### src/rtl/nios_handshake_nios2_qsys_0_oci_trace_capture.sv
// Trace capture buffer: circular store of {count, data} words with a CAPTURE/STOPPED/DONE controller.
// Optional loss counter enabled by defining OCI_TRACE_OVF_COUNT_EN.
module nios_handshake_nios2_qsys_0_oci_trace_capture #(
  parameter int DATA_W  = 30,
  parameter int COUNT_W = 4,
  parameter int DEPTH   = 16,
  parameter int WRAP    = 1
) (
  input  logic                        clk,
  input  logic                        reset_n,
  input  logic [DATA_W-1:0]           dct_buffer,
  input  logic [COUNT_W-1:0]          dct_count,
  input  logic                        dct_valid,
  input  logic                        test_ending,
  input  logic                        test_has_ended,
  input  logic                        rd_req,
  output logic [COUNT_W+DATA_W-1:0]   rd_data,
  output logic                        rd_valid,
  output logic [$clog2(DEPTH):0]      level,
  output logic                        empty,
  output logic                        full,
  output logic                        capturing,
  output logic                        done,
  output logic [15:0]                 ovf_count
);
  localparam int AW = $clog2(DEPTH);
  localparam int LW = AW + 1;
  localparam int EW = COUNT_W + DATA_W;

  typedef enum logic [1:0] {
    ST_CAPTURE = 2'd0,
    ST_STOPPED = 2'd1,
    ST_DONE    = 2'd2
  } state_t;

  state_t          state_r, state_s;
  logic [EW-1:0]   mem_r [DEPTH];
  logic [AW-1:0]   wr_ptr_r, rd_ptr_r, wr_ptr_s, rd_ptr_s;
  logic [LW-1:0]   level_s;
  logic            wr_en_s, rd_en_s, mem_we_s, lost_s;

  assign wr_en_s = dct_valid && (dct_count != COUNT_W'(0)) && (state_r == ST_CAPTURE);
  assign rd_en_s = rd_req && !empty && (state_r != ST_DONE);

  // Next pointers/level; a full write overwrites the oldest entry or is dropped depending on WRAP.
  always_comb begin
    wr_ptr_s = wr_ptr_r;
    rd_ptr_s = rd_ptr_r;
    level_s  = level;
    mem_we_s = 1'b0;
    lost_s   = 1'b0;
    if (wr_en_s && rd_en_s) begin
      mem_we_s = 1'b1;
      wr_ptr_s = wr_ptr_r + AW'(1);
      rd_ptr_s = rd_ptr_r + AW'(1);
    end else if (wr_en_s) begin
      if (!full) begin
        mem_we_s = 1'b1;
        wr_ptr_s = wr_ptr_r + AW'(1);
        level_s  = level + LW'(1);
      end else if (WRAP != 0) begin
        mem_we_s = 1'b1;
        wr_ptr_s = wr_ptr_r + AW'(1);
        rd_ptr_s = rd_ptr_r + AW'(1);
        lost_s   = 1'b1;
      end else begin
        lost_s   = 1'b1;
      end
    end else if (rd_en_s) begin
      rd_ptr_s = rd_ptr_r + AW'(1);
      level_s  = level - LW'(1);
    end else begin
      level_s  = level;
    end
  end

  // Controller next state; DONE is only reachable from STOPPED.
  always_comb begin
    state_s = state_r;
    case (state_r)
      ST_CAPTURE: begin
        if (test_ending || test_has_ended) state_s = ST_STOPPED;
        else                               state_s = ST_CAPTURE;
      end
      ST_STOPPED: begin
        if (test_has_ended && empty) state_s = ST_DONE;
        else                         state_s = ST_STOPPED;
      end
      ST_DONE:    state_s = ST_DONE;
      default:    state_s = ST_CAPTURE;
    endcase
  end

  // Storage array carries no reset; it is invisible while empty.
  always_ff @(posedge clk) begin
    if (mem_we_s) mem_r[wr_ptr_r] <= {dct_count, dct_buffer};
  end

  // State, pointers and all registered status outputs.
  always_ff @(posedge clk or negedge reset_n) begin
    if (!reset_n) begin
      state_r   <= ST_CAPTURE;
      wr_ptr_r  <= AW'(0);
      rd_ptr_r  <= AW'(0);
      level     <= LW'(0);
      empty     <= 1'b1;
      full      <= 1'b0;
      capturing <= 1'b1;
      done      <= 1'b0;
      rd_valid  <= 1'b0;
      rd_data   <= EW'(0);
    end else begin
      state_r   <= state_s;
      wr_ptr_r  <= wr_ptr_s;
      rd_ptr_r  <= rd_ptr_s;
      level     <= level_s;
      empty     <= (level_s == LW'(0));
      full      <= (level_s == LW'(DEPTH));
      capturing <= (state_s == ST_CAPTURE);
      done      <= (state_s == ST_DONE);
      rd_valid  <= rd_en_s;
      if (rd_en_s) rd_data <= mem_r[rd_ptr_r];
    end
  end

`ifdef OCI_TRACE_OVF_COUNT_EN
  logic [15:0] ovf_r;

  // Saturating count of entries lost to a full buffer.
  always_ff @(posedge clk or negedge reset_n) begin
    if (!reset_n)                             ovf_r <= 16'h0000;
    else if (lost_s && (ovf_r != 16'hFFFF))   ovf_r <= ovf_r + 16'h0001;
  end

  assign ovf_count = ovf_r;
`else
  logic unused_lost_s;
  assign unused_lost_s = lost_s;
  assign ovf_count     = 16'h0000;
`endif

endmodule

### config.mk
export PLATFORM = sky130hd
export DESIGN_NAME = nios_handshake_nios2_qsys_0_oci_trace_capture
export DESIGN_NICKNAME = d
export VERILOG_FILES = /design/src/rtl/nios_handshake_nios2_qsys_0_oci_trace_capture.sv
export SDC_FILE = /design/constraint.sdc
export NUM_CORES = 1
export LEC_CHECK = 0
export CAP_MARGIN = 20
export CORE_MARGIN = 2
export CORE_UTILIZATION = 35
export CTS_BUF_LIST = sky130_fd_sc_hd__clkbuf_8 sky130_fd_sc_hd__clkbuf_16
export DETAILED_ROUTE_END_ITERATION = 12
export GPL_TIMING_DRIVEN = 0
export PLACE_DENSITY_LB_ADDON = 0.2
export SKIP_CTS_REPAIR_TIMING = 1
export SYNTH_ARGS = -nofsm -noshare
export SYNTH_HDL_FRONTEND = slang
export SYNTH_SLANG_ARGS = --single-unit
### constraint.sdc
create_clock -name clk -period 4.7 [get_ports clk]
set_input_delay 1.41 -clock clk [delete_from_list [all_inputs] [get_ports clk]]
set_output_delay 1.41 -clock clk [all_outputs]
set_load 0.005 [all_outputs]
==> impl_metrics.yaml <==
synth:
  synthesis.area_um2: 22600
  synth-edff-count: 544
  ys_top_cells_by_count: "edfxtp_1, mux4_2, dfrtp_1"
  yosysWarnings: 0
  netlist.area_leader.share_pct: 72.3
  synth_adder_area_share_pct: 0.387
  yosysTopAreaCell: "edfxtp_1"
  synth-simple-area-share_pct: 1.83
  synthCells: 1038
  synth_area_per_cell_um2: 21.8
  yosysMostFrequentCell: "edfxtp_1"
  synthArstFlopShare_pct: 9.03
  yosysSeqAreaShare_pct: 78.3
  synth_top_family_by_area: "multiplexers"
  synth_compound_area_share_pct: 3.78
  synthMuxAreaShare_pct: 13.7
  synth_area_leaders: "edfxtp_1, mux4_2, dfrtp_1"
  ys_ff_latch: 598
  synthFlopType: "edfxtp_1"
  ys_types: 36
  synth_xor_area_share_pct: 0.387
detailed_routing:
  wl_per_cell_um: 25.0
  via_count: 11000
  routed_via_density: 5.13
  drt_first_pass_iters: 5
  drtAntennaViolNets: 0
  route.met2.wl_um: 26400
  drcViolationCount: 0
  top_layer: "met5"
  postRouteWirelength_um: 53700
  m1WireLength_um: 23900
  met3_length_um: 2580
  drt_iter0_drc: 947
run:
  cap_viol_max_count: 0
final_layout:
  num-nets-final: 1292
  layout.cells.non_filler: 2147
  drive_gt1_share_pct: 24.5
  n_antenna_cell: 0
  final_core_util_pct: 42.7
  fillers: 5558
  synthToLayoutAreaGrowth_pct: 21.2
worst_setup_path:
  cp-end-kind: "flip-flop"
  critPathLaunch: "dct_count[0]"
  worstPathArrival_ps: 4750
  reg2reg_to: "rd_data[23]$_DFFE_PN0P_"
  r2r_cells: 6
  worstSetupPathType: "in2reg"
  rrSetupSlack_ps: 1660
  required_ps: 4960
  crit_end: "mem_r[10][6]$_DFFE_PP_"
  cp-start-kind: "input port"
  crit_fanout: 22
  r2r-start: "rd_ptr_r[0]$_DFFE_PN0P_"
clocking:
  numCtsBuffers: 66
  cts.sinks: 598
  root_buffer: "clkbuf_16"
  clk_pin_slew_ps: 60
  h-tree-depth: 3
  cts_tree: "done"
  cts_buffer_depth: 3
  clkLatencyLatePin_ps: 580
die:
  fp.dieW_um: 258
  fp.dieH_um: 258
  rows: 93
  ioPinCount: 100
  core_area_um2: 64100
  dieArea_um2: 66600
  start_util_pct: 35.3
sta:
  setup_viol: 0
  whs_ps: 478
  max_freq_mhz: 223
  worstMarginPinSlew_ps: 1010
  fin_crit_ps: 4490
  finalCritPeriodShare_pct: 95.6
  drv_slew: 0
  slew_headroom_pct: 32.5
  skew_ps: 20.4
  tns_ps: 0
  final_hold_viol_count: 0
global_routing:
  grt_usage_pct: 16.3
  grt_max_degree: 37
  grt_pass1_wl_um: 78500
  grt_overflow: 0
  antenna_found_initial: 1
  first_global_vias: 11600
placement:
  portBuffers: 83
  dp.cells: 2013
  gp_congestion: 0.723
  dp_hpwl_um: 33800
power:
  p_total_mw: 15.2
  powerDensity_nw_per_um2: 554
  ir_drop_v: 0.000340
  p_leak_nw: 8.89
worst_hold_path:
  min-delay-path-class: "reg2reg"
  whs_path_depth: 2
outcome:
  outcome: "finished, final reports clean"
==> per-stage QoR <==
step	setup WS [ps]	cell area (um^2)
after floorplan	354	22700
after global placement	-3020	24600
after detailed placement	-854	25200
after CTS	-240	27200
after global routing	-3.08	27400
final	207	27400
==> state kept, by name, summed over array words and instances (netlist names) <==
name,flops
rd_data,34
rd_valid,1
level,5
empty,1
capturing,1
mem_r,544
wr_ptr_r,4
rd_ptr_r,4
state_r,2
full,1
done,1
==> cell usage in the layout (no fill, tap or decap), types with 3 or more instances in the layout <==
cell type and count:
a21oi_1 3, a221oi_1 34, a22o_1 34, buf_1 3, buf_12 16, buf_16 8, buf_2 15, buf_4 31
buf_8 3, clkbuf_1 37, clkbuf_16 69, clkbuf_8 6, clkdlybuf4s50_1 81, clkinv_1 11, clkinv_2 9, conb_1 16
dfrtp_1 52, edfxtp_1 544, ha_1 7, inv_1 23, mux4_2 136, nand2_1 47, nand2b_1 4, nand3_1 3
nand4_1 3, nor2_1 3, nor2_4 12, nor2b_1 5, nor3_4 4, nor4_1 3, o21ai_0 21, o21ai_1 18
xnor2_1 8
==> logic make-up after synthesis <==
logic type	after synthesis
simple gates	89
fa+ha+maj	7
other cells	1
mux	139
flops	598
compound gates	116
xor+xnor	10
buf+inv	78
==> critical path: stages <==
cell,delay (ps)
clkdlybuf4s50_1,860
nor4_1,250
nor4b_4,600
clkbuf_1,390
nand2_1,350
nor2_4,570
buf_12,290
==> worst min path at each step <==
stage	slack, ps	start	to
3_5_place_dp	470	rd_data[27]$_DFFE_PN0P_	rd_data[27]$_DFFE_PN0P_
6_report	480	rd_data[29]$_DFFE_PN0P_	rd_data[29]$_DFFE_PN0P_
2_1_floorplan	470	rd_data[10]$_DFFE_PN0P_	rd_data[10]$_DFFE_PN0P_
3_3_place_gp	470	rd_data[27]$_DFFE_PN0P_	rd_data[27]$_DFFE_PN0P_
4_1_cts	480	rd_data[29]$_DFFE_PN0P_	rd_data[29]$_DFFE_PN0P_
5_1_grt	510	rd_data[20]$_DFFE_PN0P_	rd_data[20]$_DFFE_PN0P_
==> cell type report <==
type | count | area (um^2) | area share [%]
repair buffers | 124 | 1520 | 5.55
clock inverters | 40 | 203 | 0.740
flip-flops and latches | 598 | 17700 | 64.6
inverters | 7 | 26.3 | 0.0959
clock buffers | 75 | 1810 | 6.60
plain buffers | 71 | 345 | 1.26
well taps | 855 | 1070 | 3.90
multi-input cells | 377 | 4730 | 17.3
==> power breakdown <==
group | internal (mW) | leakage [nW] | switching [mW]
logic | 1.92 | 2.28 | 2.18
registers | 6.11 | 5.55 | 0.192
clock network | 2.79 | 1.06 | 1.98
==> routing by layer <==
layer,GRT usage [%],vias to the layer above
li1,-,4731
met3,2.68,58
met4,4.42,2
met2,26.8,267
met1,22.6,5949
met5,0,-
(Power assumes the default switching activity.)
